==> src/rtl/fire_layer_sequencer_if.sv <==
// Handshake bundle between the fire-layer sequencer and its squeeze/expand engines.
// master drives the engine-side requests; slave is the sequencer.
interface fire_layer_sequencer_if #(parameter int WOUT = 32);
  localparam int AW = (WOUT*WOUT > 1) ? $clog2(WOUT*WOUT) : 1;

  logic          start;
  logic          sqz_sample, sqz_finish;
  logic          exp1_sample, exp1_finish;
  logic          exp3_sample, exp3_finish;
  logic          sqz_en, exp_en;
  logic          sqz_ram_feedback, exp1_ram_feedback, exp3_ram_feedback;
  logic          sqz_wr_en, exp1_wr_en, exp3_wr_en;
  logic [AW-1:0] sqz_wr_addr, exp1_wr_addr, exp3_wr_addr;
  logic          busy, done, error;

  modport master (
    output start, sqz_sample, sqz_finish, exp1_sample, exp1_finish, exp3_sample, exp3_finish,
    input  sqz_en, exp_en, sqz_ram_feedback, exp1_ram_feedback, exp3_ram_feedback,
           sqz_wr_en, exp1_wr_en, exp3_wr_en, sqz_wr_addr, exp1_wr_addr, exp3_wr_addr,
           busy, done, error
  );

  modport slave (
    input  start, sqz_sample, sqz_finish, exp1_sample, exp1_finish, exp3_sample, exp3_finish,
    output sqz_en, exp_en, sqz_ram_feedback, exp1_ram_feedback, exp3_ram_feedback,
           sqz_wr_en, exp1_wr_en, exp3_wr_en, sqz_wr_addr, exp1_wr_addr, exp3_wr_addr,
           busy, done, error
  );
endinterface

==> src/rtl/fire_layer_sequencer.sv <==
// Sequences one fire module: squeeze layer, then both expand layers in parallel,
// generating RAM write addresses, finish acknowledges and a progress watchdog.
module fire_layer_sequencer #(
  parameter int WOUT    = 32,
  parameter int TIMEOUT = 4096
) (
  input logic clk,
  input logic rst,
  fire_layer_sequencer_if.slave bus
);
  localparam int NPIX = WOUT*WOUT;
  localparam int AW   = (NPIX > 1) ? $clog2(NPIX) : 1;
  localparam int CW   = $clog2(NPIX+1);
  localparam int WW   = $clog2(TIMEOUT+1);
  localparam logic [CW-1:0] FULL    = CW'(NPIX);
  localparam logic [WW-1:0] WD_LAST = WW'(TIMEOUT-1);

  typedef enum logic [2:0] {IDLE, SQZ_RUN, SQZ_ACK, EXP_RUN, EXP_ACK, DONE} state_t;

  state_t          state, state_n;
  logic [CW-1:0]   sqz_cnt, e1_cnt, e3_cnt;
  logic            seen1, seen3;
  logic [WW-1:0]   wd;
  logic            start_ok, sqz_acc, e1_acc, e3_acc, any_acc;
  logic            sqz_ok, sqz_bad, e1_ok, e1_bad, e3_ok, e3_bad, tmo, fail;

  always_ff @(posedge clk) begin
    if (rst) state <= IDLE;
    else     state <= state_n;
  end

  always_comb begin
    start_ok = (state == IDLE) && bus.start;
    sqz_acc  = (state == SQZ_RUN) && bus.sqz_sample  && (sqz_cnt != FULL);
    e1_acc   = (state == EXP_RUN) && bus.exp1_sample && (e1_cnt  != FULL);
    e3_acc   = (state == EXP_RUN) && bus.exp3_sample && (e3_cnt  != FULL);
    any_acc  = sqz_acc | e1_acc | e3_acc;
    sqz_ok   = (state == SQZ_RUN) && bus.sqz_finish  && (sqz_cnt == FULL);
    sqz_bad  = (state == SQZ_RUN) && bus.sqz_finish  && (sqz_cnt != FULL);
    // finish is a level; the seen flag turns it into a single acknowledge
    e1_ok    = (state == EXP_RUN) && bus.exp1_finish && (e1_cnt == FULL) && !seen1;
    e1_bad   = (state == EXP_RUN) && bus.exp1_finish && (e1_cnt != FULL);
    e3_ok    = (state == EXP_RUN) && bus.exp3_finish && (e3_cnt == FULL) && !seen3;
    e3_bad   = (state == EXP_RUN) && bus.exp3_finish && (e3_cnt != FULL);
    tmo      = 1'b0;
    state_n  = state;
    case (state)
      IDLE:    if (bus.start) state_n = SQZ_RUN;
      SQZ_RUN: if (sqz_ok) state_n = SQZ_ACK;
               else if (sqz_bad) state_n = IDLE;
      SQZ_ACK: state_n = EXP_RUN;
      EXP_RUN: if (e1_bad || e3_bad) state_n = IDLE;
               else if ((seen1 || e1_ok) && (seen3 || e3_ok)) state_n = EXP_ACK;
      EXP_ACK: state_n = DONE;
      DONE:    state_n = IDLE;
      default: state_n = IDLE;
    endcase
    // watchdog only fires when this cycle made no progress of its own
    if (state != IDLE && state_n == state && !any_acc && wd == WD_LAST) begin
      state_n = IDLE;
      tmo     = 1'b1;
    end
    fail = sqz_bad | e1_bad | e3_bad | tmo;
  end

  always_ff @(posedge clk) begin
    if (rst) begin
      sqz_cnt <= '0; e1_cnt <= '0; e3_cnt <= '0;
      seen1 <= 1'b0; seen3 <= 1'b0; wd <= '0;
      bus.sqz_en <= 1'b0; bus.exp_en <= 1'b0;
      bus.sqz_ram_feedback <= 1'b0; bus.exp1_ram_feedback <= 1'b0; bus.exp3_ram_feedback <= 1'b0;
      bus.sqz_wr_en <= 1'b0; bus.exp1_wr_en <= 1'b0; bus.exp3_wr_en <= 1'b0;
      bus.sqz_wr_addr <= '0; bus.exp1_wr_addr <= '0; bus.exp3_wr_addr <= '0;
      bus.busy <= 1'b0; bus.done <= 1'b0; bus.error <= 1'b0;
    end else begin
      if (start_ok) begin
        sqz_cnt <= '0; e1_cnt <= '0; e3_cnt <= '0;
        seen1 <= 1'b0; seen3 <= 1'b0;
      end else begin
        if (sqz_acc) sqz_cnt <= sqz_cnt + CW'(1);
        if (e1_acc)  e1_cnt  <= e1_cnt  + CW'(1);
        if (e3_acc)  e3_cnt  <= e3_cnt  + CW'(1);
        if (e1_ok)   seen1   <= 1'b1;
        if (e3_ok)   seen3   <= 1'b1;
      end
      if (state_n != state || any_acc) wd <= '0;
      else if (state != IDLE)          wd <= wd + WW'(1);

      bus.sqz_wr_en  <= sqz_acc;
      bus.exp1_wr_en <= e1_acc;
      bus.exp3_wr_en <= e3_acc;
      if (sqz_acc) bus.sqz_wr_addr  <= sqz_cnt[AW-1:0];
      if (e1_acc)  bus.exp1_wr_addr <= e1_cnt[AW-1:0];
      if (e3_acc)  bus.exp3_wr_addr <= e3_cnt[AW-1:0];

      bus.sqz_ram_feedback  <= sqz_ok;
      bus.exp1_ram_feedback <= e1_ok & ~tmo;
      bus.exp3_ram_feedback <= e3_ok & ~tmo;
      bus.sqz_en <= (state_n == SQZ_RUN);
      bus.exp_en <= (state_n == EXP_RUN);
      bus.busy   <= (state_n != IDLE);
      bus.done   <= (state_n == DONE);
      if (start_ok)  bus.error <= 1'b0;
      else if (fail) bus.error <= 1'b1;
    end
  end
endmodule

==> src/flat_wrapper.sv <==
// flat-port wrapper written by rule: the top's interface ports become plain ports
module fire_layer_sequencer_flat 
#(
  parameter int WOUT    = 32,
  parameter int TIMEOUT = 4096
)
  (clk, rst, bus_start, bus_sqz_sample, bus_sqz_finish, bus_exp1_sample, bus_exp1_finish, bus_exp3_sample, bus_exp3_finish, bus_sqz_en, bus_exp_en, bus_sqz_ram_feedback, bus_exp1_ram_feedback, bus_exp3_ram_feedback, bus_sqz_wr_en, bus_exp1_wr_en, bus_exp3_wr_en, bus_sqz_wr_addr, bus_exp1_wr_addr, bus_exp3_wr_addr, bus_busy, bus_done, bus_error);
  fire_layer_sequencer_if #(.WOUT(WOUT)) bus_i ();
  input logic clk;
  input logic rst;
  input wire logic [$bits(bus_i.start)-1:0] bus_start;
  input wire logic [$bits(bus_i.sqz_sample)-1:0] bus_sqz_sample;
  input wire logic [$bits(bus_i.sqz_finish)-1:0] bus_sqz_finish;
  input wire logic [$bits(bus_i.exp1_sample)-1:0] bus_exp1_sample;
  input wire logic [$bits(bus_i.exp1_finish)-1:0] bus_exp1_finish;
  input wire logic [$bits(bus_i.exp3_sample)-1:0] bus_exp3_sample;
  input wire logic [$bits(bus_i.exp3_finish)-1:0] bus_exp3_finish;
  output wire logic [$bits(bus_i.sqz_en)-1:0] bus_sqz_en;
  output wire logic [$bits(bus_i.exp_en)-1:0] bus_exp_en;
  output wire logic [$bits(bus_i.sqz_ram_feedback)-1:0] bus_sqz_ram_feedback;
  output wire logic [$bits(bus_i.exp1_ram_feedback)-1:0] bus_exp1_ram_feedback;
  output wire logic [$bits(bus_i.exp3_ram_feedback)-1:0] bus_exp3_ram_feedback;
  output wire logic [$bits(bus_i.sqz_wr_en)-1:0] bus_sqz_wr_en;
  output wire logic [$bits(bus_i.exp1_wr_en)-1:0] bus_exp1_wr_en;
  output wire logic [$bits(bus_i.exp3_wr_en)-1:0] bus_exp3_wr_en;
  output wire logic [$bits(bus_i.sqz_wr_addr)-1:0] bus_sqz_wr_addr;
  output wire logic [$bits(bus_i.exp1_wr_addr)-1:0] bus_exp1_wr_addr;
  output wire logic [$bits(bus_i.exp3_wr_addr)-1:0] bus_exp3_wr_addr;
  output wire logic [$bits(bus_i.busy)-1:0] bus_busy;
  output wire logic [$bits(bus_i.done)-1:0] bus_done;
  output wire logic [$bits(bus_i.error)-1:0] bus_error;
  assign bus_i.start = bus_start;
  assign bus_i.sqz_sample = bus_sqz_sample;
  assign bus_i.sqz_finish = bus_sqz_finish;
  assign bus_i.exp1_sample = bus_exp1_sample;
  assign bus_i.exp1_finish = bus_exp1_finish;
  assign bus_i.exp3_sample = bus_exp3_sample;
  assign bus_i.exp3_finish = bus_exp3_finish;
  assign bus_sqz_en = bus_i.sqz_en;
  assign bus_exp_en = bus_i.exp_en;
  assign bus_sqz_ram_feedback = bus_i.sqz_ram_feedback;
  assign bus_exp1_ram_feedback = bus_i.exp1_ram_feedback;
  assign bus_exp3_ram_feedback = bus_i.exp3_ram_feedback;
  assign bus_sqz_wr_en = bus_i.sqz_wr_en;
  assign bus_exp1_wr_en = bus_i.exp1_wr_en;
  assign bus_exp3_wr_en = bus_i.exp3_wr_en;
  assign bus_sqz_wr_addr = bus_i.sqz_wr_addr;
  assign bus_exp1_wr_addr = bus_i.exp1_wr_addr;
  assign bus_exp3_wr_addr = bus_i.exp3_wr_addr;
  assign bus_busy = bus_i.busy;
  assign bus_done = bus_i.done;
  assign bus_error = bus_i.error;
  fire_layer_sequencer #(.WOUT(WOUT), .TIMEOUT(TIMEOUT)) u_core (.clk(clk), .rst(rst), .bus(bus_i));
endmodule
==> config.mk <==
export PLATFORM = sky130hd
export DESIGN_NAME = fire_layer_sequencer_flat
export DESIGN_NICKNAME = d
export VERILOG_FILES = /design/src/rtl/fire_layer_sequencer_if.sv /design/src/rtl/fire_layer_sequencer.sv /design/src/flat_wrapper.sv
export SDC_FILE = /design/constraint.sdc
export NUM_CORES = 1
export LEC_CHECK = 0
export BUFFER_PORTS_ARGS = -buffer_cell sky130_fd_sc_hd__clkbuf_2
export CAP_MARGIN = 20
export CORE_ASPECT_RATIO = 1.1
export CORE_MARGIN = 2
export CORE_UTILIZATION = 58
export DETAILED_ROUTE_END_ITERATION = 16
export GPL_TIMING_DRIVEN = 0
export HOLD_SLACK_MARGIN = 0.02
export PLACE_DENSITY_LB_ADDON = 0.05
export RECOVER_POWER = 50
export SYNTH_ARGS = -nofsm -noshare
export SYNTH_HDL_FRONTEND = slang
export SYNTH_SLANG_ARGS = --single-unit
==> constraint.sdc <==
create_clock -name clk -period 2.7 [get_ports clk]
set_input_delay 0.405 -clock clk [delete_from_list [all_inputs] [get_ports clk]]
set_output_delay 0.405 -clock clk [all_outputs]
set_load 0.05 [all_outputs]
==> out/results.txt <==
Max_cap viols: 0
Final setup TNS: 0 ns
Hold path cells: 3
Kind of critical path: flop to flop
Register bit count reported by yosys: 92
R2r endpoint: u_core.wd[8]
Area Overhead vs Synth: 11.47%
Vias in the first global route: 3088
CTS tree: yes
Pwr per Cell Area: 534.2 nW/um2
Critical path's largest stage delay: 0.56 ns
# hold bufs at CTS: 0
Grt met3 use: 4.325%
Largest net degree at the start of global routing: 16
Via density: 5.513
Leading cell type in the layout, fill and taps excluded: dfxtp_1
Clock Tree Root: clkbuf_8
M1 GR Usage: 29.84%
Starting Density: 59.77%
Max Slew Vio Count: 0
Fmax: 0.4088 GHz
Slowest CP cell: a211oi_1
Reg-to-reg slack, setup: 0.25 ns
CP max FO: 10
Status: finished, final reports clean
Clock Sinks: 92
DR vias: 3341
CP cell instances: inv_1, ha_1, and4bb_1, a31oi_4, a211oi_1, nand2b_2, buf_4, nor4_2
VDD IR-drop max: 350.8 uV
Number of synthesized flops with an enable pin: 0
Clock Skew: 0.01075 ns
Post-Place Worst Slack: 0.3256 ns
Worst path top cell family by delay: simple AND/OR/NAND/NOR gates
Post-route DRC: 0
Crit path DAT: 2.71 ns
Final ANT Viol Nets: 0
Total grt overflow: 0
Worst hold path startpoint: rst
CP startpoint kind: flop
Post-CTS Setup Bufs: 0
Tmin final: 2.446 ns
DRT Pass-1 Iters: 4
Most frequent cells in the layout: dfxtp_1, nor2_1, clkbuf_1
Buffers on Ports: 49
Gates resized, CTS repair: 0
Lkg Pwr: 0.001608 uW
Synth Cell Area: 4188 um2
Layout cells sized above 1: 10.75%
TritonCTS Buffers: 9
Netlist cell types: 53
Synthesized instance count: 456
Worst Setup SP: u_core.e3_cnt[0]
Die area: 7917 um2
Syn Nets: 472
Row Count: 32
Final hold viol count: 0
Placer congestion estimate: 0.8432
WP data required: 2.97 ns
Sequential-to-total area share from yosys stat: 43.98%
WL/cell: 14.53 um
Worst R2R Start: u_core.e3_cnt[0]
Clk pin slew, worst setup/hold paths: 0.09 ns
Fin crit share: 90.60%
Post-layout nets: 532
FFs w/ async S/R, synth: 0%
Core area: 7007 um2
Hold EP: u_core.wd[1]
Worst skew pair latency: 0.36 ns
Drt total wl: 8.807 mm
Iteration-0 DRC Markers: 173
Ys flop type: dfxtp_1
RSZ-0062 raised after global routing: false
Die X-Extent: 85.02 um
Global-route wire length before repair: 14.63 mm
Diode count: 0
I/O pins: 50
Slew HR: 60.24%
Ys Warns: 0
Final worst slack: 0.2537 ns
Final setup vio count: 0
Initial antenna violation count: 0
Synthesized area per cell: 9.184 um2
Die height: 93.12 um
Grt met2 use: 38.28%
Slew @ Worst Pin: 0.5918 ns
Deepest clock path buffer count: 2
CP Buf/Inv Count: 2
Setup crit end kind: flop
Detail Placement HPWL: 6.536 mm
Tot GR Track Use: 22.98%
R2R depth: 8
CTS H-tree depth: 3
HP Class: primary input to flop
GRT busiest layer: met2
[worst reg2reg max path: stages (launching register included)]
cell and delay [ns]:
dfxtp_1 0.36, inv_1 0.09, ha_1 0.16, and4bb_1 0.33
a31oi_4 0.21, a211oi_1 0.56, nand2b_2 0.17, buf_4 0.23
nor4_2 0.26
[area by class of cell]
| cell class | instances | area, um2 |
|---|---|---|
| tap | 85 | 106.4 |
| multi-input combinational | 328 | 2137 |
| inverter | 14 | 52.55 |
| clock inverter | 6 | 87.58 |
| timing repair buffer | 49 | 193.9 |
| clock buffer | 10 | 127.6 |
| sequential | 92 | 1842 |
| fill | 612 | 2338 |
| buffer | 22 | 121.4 |
[through the flow]
step	total power, uW	util [%]	instances	cell area, um2	hold WS (ns)
final	2494	66.63	606	4668	0.3775
after global routing	2572	66.63	606	4668	0.3847
after CTS	2514	67.86	606	4755	0.3607
after detailed placement	1521	64.79	590	4539	0.4472
after global placement	1519	64.79	590	4539	0.4447
after floorplan	1484	-	456	4188	0.4261
[power by group]
group / switching, uW / leakage [uW] / internal, uW
clock: 484 / 0.000111 / 524
sequential: 4.00 / 0.000742 / 1360
combinational: 86.2 / 0.000755 / 33.6
total: 575 / 0.00161 / 1920
[cells by family after synthesis]
kind of cell               share of synthesized area (%)
and+or+nand+nor                                    28.41
AOI/OAI and AO/OA                                  8.814
buffers and inverters                              4.422
adders and majority gates                          2.091
muxes                                              4.541
xor gates and xnor gates                           7.738
DFF                                                43.98
[sequential cells by signal, indices dropped and copies added, names as in the netlist, 3 cells and up]
name	count
u_core.e3_cnt	11
u_core.state	3
u_core.wd	13
u_core.sqz_cnt	11
u_core.bus.exp1_wr_addr	10
u_core.bus.sqz_wr_addr	10
u_core.e1_cnt	11
u_core.bus.exp3_wr_addr	10
[worst max path at each step]
stage	slack, ns	cells after the start	to
after floorplan	0.63	8	u_core.wd[10]
after global placement	0.37	8	u_core.wd[3]
after detailed placement	0.33	8	u_core.wd[7]
after CTS	0.32	8	u_core.wd[4]
after global routing	0.09	8	u_core.wd[3]
final	0.25	8	u_core.wd[8]
[routing by layer]
metal / vias up / routed length (um)
met5: - / 0
met4: 0 / 80
met3: 8 / 359
met2: 67 / 4341
met1: 1564 / 4025
li1: 1702 / -
[cells in the mapped netlist (2+ instances only)]
master	number	share of area (%)
dfxtp_1	92	44
nor2_1	76	6.8
nand2_1	40	3.6
a21oi_1	25	3.0
xnor2_1	22	4.6
mux2i_1	19	4.5
nand3_1	18	2.2
xor2_1	15	3.1
inv_1	14	1.3
nand4_1	10	1.5
nor4_2	10	3.0
nor4_1	8	1.2
buf_2	7	0.84
clkbuf_1	7	0.63
ha_1	7	2.1
nor3_1	7	0.84
o21ai_0	6	0.72
or3_1	5	0.75
and3_1	4	0.60
and4_1	4	0.84
and4b_1	4	0.96
buf_6	4	1.1
nand4b_1	4	0.84
nor2b_1	4	0.60
nor3b_1	4	0.72
buf_4	3	0.54
nand2b_1	3	0.45
a31oi_1	2	0.30
a31oi_2	2	0.60
a41o_1	2	0.48
and2_1	2	0.30
and4bb_2	2	0.60
nor4_4	2	1.0
nor4bb_1	2	0.48
o31ai_1	2	0.36
Power figures use the tool's default switching activity.
